File: src/rtl/alu_share_arb.sv
// alu_share_arb: round-robin sequencer that shares one simple_alu between
// N_REQ requesters. Each operation walks IDLE -> ISSUE -> EXEC -> CAPTURE ->
// RESP. The grant is made in IDLE, the ALU gets en_i then en_o, the ALU
// result is captured, and it is held on the owner's response channel until
// the owner accepts it.
//
// Handshakes: a transfer happens on a rising clk edge where valid and ready
// are both high. Request valid may drop before ready with no effect; once
// ready was seen, the payload has been consumed. Response valid stays high
// with stable data until the owner's rsp_ready_i is high.
//
// Optional feature: define ALU_SHARE_PRIO0_EN to make requester 0 win every
// arbitration it takes part in, without moving the round-robin pointer.
module alu_share_arb #(
    parameter int N_REQ  = 4,
    parameter int DATA_W = 4,
    parameter int OP_W   = 2
) (
    input  logic                     clk,
    input  logic                     rst_n,
    input  logic [N_REQ-1:0]         req_valid_i,
    output logic [N_REQ-1:0]         req_ready_o,
    input  logic [N_REQ*OP_W-1:0]    req_op_i,
    input  logic [N_REQ*DATA_W-1:0]  req_a_i,
    input  logic [N_REQ*DATA_W-1:0]  req_b_i,
    output logic [N_REQ-1:0]         rsp_valid_o,
    input  logic [N_REQ-1:0]         rsp_ready_i,
    output logic [DATA_W-1:0]        rsp_data_o,
    output logic                     alu_en_i_o,
    output logic                     alu_en_o_o,
    output logic [OP_W-1:0]          alu_sel_o,
    output logic [DATA_W-1:0]        alu_a_o,
    output logic [DATA_W-1:0]        alu_b_o,
    input  logic [DATA_W-1:0]        alu_out_i,
    output logic                     busy_o
);

    // Pointer is at least one bit wide so N_REQ=1 still has a legal vector.
    localparam int PTR_W = (N_REQ > 1) ? $clog2(N_REQ) : 1;

    typedef enum logic [2:0] {
        S_IDLE    = 3'd0,
        S_ISSUE   = 3'd1,
        S_EXEC    = 3'd2,
        S_CAPTURE = 3'd3,
        S_RESP    = 3'd4
    } state_t;

    state_t               state;
    state_t               state_nxt;
    logic [PTR_W-1:0]     last_grant;
    logic [PTR_W-1:0]     owner;
    logic [PTR_W-1:0]     winner;
    logic [PTR_W-1:0]     cand;
    logic                 win_found;
    logic [OP_W-1:0]      op_q;
    logic [DATA_W-1:0]    a_q;
    logic [DATA_W-1:0]    b_q;
    logic [DATA_W-1:0]    rsp_data_q;

    // Modulo-N_REQ increment; correct for non-power-of-two N_REQ because the
    // wrap is an explicit compare rather than relying on pointer overflow.
    function automatic logic [PTR_W-1:0] wrap_add(input logic [PTR_W-1:0] base,
                                                  input int step);
        int sum;
        sum = int'(base) + step;
        if (sum >= N_REQ) sum = sum - N_REQ;
        return PTR_W'(sum);
    endfunction

    // Arbitration: first valid requester after last_grant, scanning with wrap.
    always_comb begin
        winner    = '0;
        cand      = '0;
        win_found = 1'b0;
        for (int i = 1; i <= N_REQ; i++) begin
            cand = wrap_add(last_grant, i);
            if (!win_found && req_valid_i[cand]) begin
                winner    = cand;
                win_found = 1'b1;
            end
        end
`ifdef ALU_SHARE_PRIO0_EN
        if (req_valid_i[0]) begin
            winner    = '0;
            win_found = 1'b1;
        end
`else
`endif
    end

    // FSM next state and all handshake / ALU enable outputs.
    always_comb begin
        state_nxt   = state;
        req_ready_o = '0;
        rsp_valid_o = '0;
        alu_en_i_o  = 1'b0;
        alu_en_o_o  = 1'b0;
        busy_o      = (state != S_IDLE);
        unique case (state)
            S_IDLE: begin
                if (win_found) begin
                    req_ready_o[winner] = 1'b1;
                    state_nxt           = S_ISSUE;
                end
            end
            S_ISSUE: begin
                alu_en_i_o = 1'b1;
                state_nxt  = S_EXEC;
            end
            S_EXEC: begin
                alu_en_o_o = 1'b1;
                state_nxt  = S_CAPTURE;
            end
            S_CAPTURE: begin
                state_nxt = S_RESP;
            end
            S_RESP: begin
                rsp_valid_o[owner] = 1'b1;
                if (rsp_ready_i[owner]) state_nxt = S_IDLE;
            end
            default: begin
                state_nxt = S_IDLE;
            end
        endcase
    end

    // State register; reset aborts any operation in flight.
    always_ff @(posedge clk or negedge rst_n) begin
        if (!rst_n) state <= S_IDLE;
        else        state <= state_nxt;
    end

    // Datapath: latch the winner's payload, capture the ALU result, and
    // advance the round-robin pointer when the owner takes its response.
    always_ff @(posedge clk or negedge rst_n) begin
        if (!rst_n) begin
            last_grant <= PTR_W'(N_REQ - 1);
            owner      <= '0;
            op_q       <= '0;
            a_q        <= '0;
            b_q        <= '0;
            rsp_data_q <= '0;
        end else begin
            if (state == S_IDLE && win_found) begin
                owner <= winner;
                op_q  <= req_op_i[winner*OP_W +: OP_W];
                a_q   <= req_a_i[winner*DATA_W +: DATA_W];
                b_q   <= req_b_i[winner*DATA_W +: DATA_W];
            end
            if (state == S_CAPTURE) begin
                rsp_data_q <= alu_out_i;
            end
            if (state == S_RESP && rsp_ready_i[owner]) begin
`ifdef ALU_SHARE_PRIO0_EN
                if (owner != '0) last_grant <= owner;
`else
                last_grant <= owner;
`endif
            end
        end
    end

    // ALU operands hold the last latched payload between operations.
    assign alu_sel_o  = op_q;
    assign alu_a_o    = a_q;
    assign alu_b_o    = b_q;
    assign rsp_data_o = rsp_data_q;

endmodule

File: config.mk
export PLATFORM = sky130hd
export DESIGN_NAME = alu_share_arb
export DESIGN_NICKNAME = d
export VERILOG_FILES = /design/src/rtl/alu_share_arb.sv
export SDC_FILE = /design/constraint.sdc
export NUM_CORES = 1
export LEC_CHECK = 0
export ABC_AREA = 1
export CORE_UTILIZATION = 57
export DETAILED_ROUTE_END_ITERATION = 6
export DONT_BUFFER_PORTS = 1
export GPL_ROUTABILITY_DRIVEN = 0
export PLACE_DENSITY = 0.85
export SYNTH_ARGS = -nofsm -noshare
export SYNTH_HDL_FRONTEND = slang
export SYNTH_SLANG_ARGS = --single-unit
File: constraint.sdc
create_clock -name clk -period 2.1 [get_ports clk]
set_input_delay 0.42 -clock clk [delete_from_list [all_inputs] [get_ports clk]]
set_output_delay 0.42 -clock clk [all_outputs]
set_load 0.03 [all_outputs]
-- Word level (Yosys, flattened, before mapping)
Cells that the tools add are included.
- $lt $le $gt $ge: 12
- shifts and indexed selects: 3
- eq/ne operators: 6
- muxes and demuxes: 34
- add/sub/neg operators: 8
- reduce and logical (&&, ||, !) cells: 13
- operators with widths (operator ; count):
    $shiftx A16 B5 Y4 ; 2
    $lt A2 B3 Y1 const B ; 6
    $mux W2 ; 8
    $pmux W3 S5 ; 1
    $mux W1 ; 13
    $mux W4 ; 3
    $bmux W1 S2 ; 5
    $ge A3 B3 Y1 const B ; 3
    $shiftx A8 B4 Y2 ; 1
    $sub A2 B1 Y2 const B ; 4
    $logic_and A1 B1 Y1 ; 7
    $add A2 B2 Y3 const B ; 2
    $eq A3 B2 Y1 const B ; 2
    $mux W3 ; 2
    $add A2 B3 Y4 const B ; 1
    $demux W1 S2 ; 2
    $ge A2 B1 Y1 const B ; 2
    $ge A4 B3 Y1 const B ; 1
    $ne A2 B2 Y1 const B ; 2
    $add A2 B1 Y3 const B ; 1
    $eq A3 B1 Y1 const B ; 1
    $eq A3 B3 Y1 const B ; 1
    $logic_not A1 Y1 ; 3
    $logic_not A3 Y1 ; 1
    2 further kinds ; 2
- output and inout port bits: 25
- logic and storage cells: 83
- input port bits: 54
- bits in registers: 21

-- Depth between registers and ports, before layout
- word-level depth: 21
- mapped depth: 16
- depth with buffers taken out: 14

-- Worst setup path before layout
No wires, ideal clock.
- kind: flip-flop to output port
- start: register last_grant[0]
- end: output req_ready_o[0]
- slack: -0.490 ns
- required time: 1.680 ns
- path buffers: 2
- data arrival time: 2.170 ns
- cell stages (with the launch flop): 13
- path through: dfstp_2 > buf_6 > inv_6 > nand2_1 > nand2_1 > nand2_1 > nand2_1 > a21oi_2 > nand2_2 > nand2_4 > buf_6 > inv_2 > nor3_1
- cells in the longest elaborated chain, start to end: 21
- elaborated cells between the ends (all ways): 45
- classes of those cells: add/sub: 8; order compare: 6; mux: 24; reduce/logical: 7
- RTL lines (element ; RTL line ; source):
    from (decl) ; 51 ; logic [PTR_W-1:0] last_grant;
    from (signal assigned) ; 138 ; last_grant <= PTR_W'(N_REQ - 1);
    from (signal assigned) ; 158 ; last_grant <= owner;
    $add A2 B1 Y3 ; 66 ; sum = int'(base) + step;
    $ge A3 B3 Y1 or $sub A2 B1 Y2 (tied branches) ; 67 ; if (sum >= N_REQ) sum = sum - N_REQ;
    $mux W2 ; 67 ;
    $bmux W1 S2 ; 78 ; if (!win_found && req_valid_i[cand]) begin
    $mux W1 (implied by the code) ; 78 ;
    $mux W1 ; 78 ;
    $logic_not A1 Y1 ; 78 ;
    $logic_and A1 B1 Y1 ; 78 ;
    (+5 left out) ; n/a ;
    $logic_and A1 B1 Y1 ; 78 ;
    $mux W2 ; 78 ;
    $lt A2 B3 Y1 (implied by the code) or $ge A2 B1 Y1 (tied branches) ; 103 ; req_ready_o[winner] = 1'b1;
    $logic_and A1 B1 Y1 (implied by the code) ; 103 ;
    $mux W1 (implied by the code) ; 103 ;
    $demux W1 S2 ; 103 ;
    $mux W4 (*) ; 102 ; if (win_found) begin
    $mux W4 (*) ; 100 ; unique case (state)
    to (decl) ; 22 ; output logic [N_REQ-1:0] req_ready_o,
Every way passes the cells marked *; elsewhere a longest branch is shown, timed or not. The select of a mux whose other input is x is not followed.

-- Worst setup path in the final report
- start: register last_grant[0]
- end: output req_ready_o[1]
Same word-level chain as after synthesis.

==> reports/metrics.cfg <==
[status]
outcome=complete, but fails checks
violations=negative setup slack

[clock_tree]
numCtsBuffers=3
cts.sinks=21
cts_tree=yes
h-tree-depth=1
path_clk_slew_ns=0.11
clock_latency_ns=0.31
cts.path.max_buffers=2
cts_root_buffer=clkbuf_4

[routing]
dr.pass1.iters=4
drc=0
vias=1575
viasPerCell=5.22
drt-total-wl_um=3620
antenna_left=0
drtIter0Drc=64
wl_per_cell_um=12.0

[finish]
n_antenna_cell=0
fillCellCount=218
syn_to_final_growth_pct=22.4
seq_area_sq_um=528
multi_input_area_sq_um=1020
fin_cells=302
num-nets-final=326
final_common_cell=nand2_1
drive_gt1_frac=0.332
final_core_util=0.740
mostFrequentLayoutCells=60 x nand2_1, 41 x inv_1, 29 x nand3_1
fin_area_sq_um=2040

[global_route]
antenna_found_initial=0
grt_pass1_wl_um=6150
grt_max_degree=22
grt_pass1_vias=1413
overflow=0
grt_use_total=0.245

[synthesis]
ys.flop_type=dfrtp_1
synth_fp_nets=302
ys_seq_area_frac=0.317
synthDistinctLibCells=25
async_reset_ff_frac=1.00
syn_area_per_cell_sq_um=6.73
syn_inst=248
ys_warn_count=0
syn_area_sq_um=1670
synth_edf_count=0
synth_seq_cells=21

[critical_path]
timing.setup.critical_path_class=flip-flop to output pin
rr_worst_depth=14
worstSetupEndpointType=output pin
critPathMaxFanout=8
cp-start-kind=flip-flop
critPathRequiredTime_ns=1.68
cp.arrival_ns=2.08

[place]
place_area_sq_um=1900
dpl.cell_count=293
numPortBuffers=0
place_hpwl_um=2740

[timing]
fmax_ghz=0.400
setup_violations=4
skew_ns=0.00216
finalHoldWorstSlack_ns=0.252
hold_viol_final=0
post-route-period-util=1.19
rsz0062_at_grt=true
slew_violations=0
slew_headroom=0.400
tightestPinTransition_ns=0.897
period_needed_ns=2.50
fin_ws_ns=-0.403

[floorplan]
die_area_sq_um=3150
ioPinCount=79
die_w_um=56.1
die_y_um=56.1
floorplan.initialDensity=0.605
core_area_sq_um=2760
rows=19

[job]
max_cap_viol_count=0

[hold_path]
hp-class=primary input to flip-flop
hold_depth=1

[state kept, by name (all words and copies together) (netlist names)]
name        count
alu_b_o         4
state           3
rsp_data_o      4
alu_a_o         4
last_grant      2
alu_sel_o       2
owner           2
[metal layers]
metal | routed length [um] | share of wire | global-route usage | vias up
li1 | - | - | - | 817
met1 | 1590 | 0.44 | 0.312 | 695
met2 | 1720 | 0.47 | 0.408 | 60
met3 | 290 | 0.080 | 0.0837 | 3
met4 | 22 | 0.0061 | 0.0418 | 0
met5 | 0 | 0 | 0 | -
[cell families after synthesis]
kind of cell,Yosys count,synth area share
AOI/OAI and AO/OA,13,0.0525
buffers and inverters,51,0.138
DFF,21,0.317
muxes,4,0.0270
and+or+nand+nor,159,0.466
[synth_stat cells (all sizes together), types with 2 or more instances]
cell | n | area [sq um]
inv | 46 | 178
dfstp | 2 | 52.6
nor3 | 6 | 30.0
buf | 4 | 48.8
o21ai | 6 | 33.8
nor2 | 24 | 124
or2 | 2 | 12.5
nand3 | 32 | 165
dfrtp | 19 | 475
nand2 | 91 | 419
mux2 | 4 | 45.0
o211ai | 6 | 45.0
nand4 | 3 | 18.8
[final timing paths]
| check | from | to | slack [ns] |
|---|---|---|---|
| min in group asynchronous | rst_n | rsp_data_o[2]$_DFFE_PN0P_ | 0.67 |
| hold / removal | alu_out_i[2] | rsp_data_o[2]$_DFFE_PN0P_ | 0.25 |
| setup reg to reg | last_grant[0]$_DFFE_PN1P_ | alu_b_o[2]$_DFFE_PN0P_ | 0.04 |
| hold reg to reg | state[2]$_DFFE_PN0P_ | state[0]$_DFFE_PN0P_ | 0.55 |
| max in group asynchronous | rst_n | owner[0]$_DFFE_PN0P_ | 0.89 |
| setup / recovery | last_grant[0]$_DFFE_PN1P_ | req_ready_o[1] | -0.40 |
[what timing repair did]
action | 4_1_cts | 5_1_grt
hold endpoints to repair | 21 | 0
endpoints found under the setup margin | 10 | 13
gates cloned | 0 | 0
hold buffers | 1 | 0
buffers inserted | 3 | 3
pin swaps | 1 | 4
gates resized for setup | 9 | 8
[cell type report]
| cell class | instances | share of cell area |
|---|---|---|
| Clock buffer | 3 | 0.0110 |
| Clock inverter | 1 | 0.00245 |
| Inverter | 46 | 0.0907 |
| Multi-Input combinational cell | 176 | 0.500 |
| Sequential cell | 21 | 0.259 |
| Tap cell | 31 | 0.0190 |
| Timing Repair Buffer | 24 | 0.118 |
[worst max-delay path, cell delays in order (launching register included)]
cell and delay (ns):
dfstp_2 0.58, buf_12 0.13, inv_8 0.04, nand2_1 0.10, nand3_2 0.08, nand2_2 0.12, nor2_8 0.05, nand3b_1 0.12
nand2_2 0.11, inv_2 0.12, nand2_2 0.09, nor2_4 0.22
[stage by stage]
stage          setup WS, ns  TNS, ns
2_1_floorplan        -0.136   -0.269
3_3_place_gp        -0.0302   -0.102
3_5_place_dp        -0.0767   -0.532
4_1_cts              -0.367    -1.43
5_1_grt              -0.500    -2.30
6_report             -0.403    -1.55
Power is not shown: default switching activity piles up to over one toggle a cycle in this logic, so the estimate is an artifact.
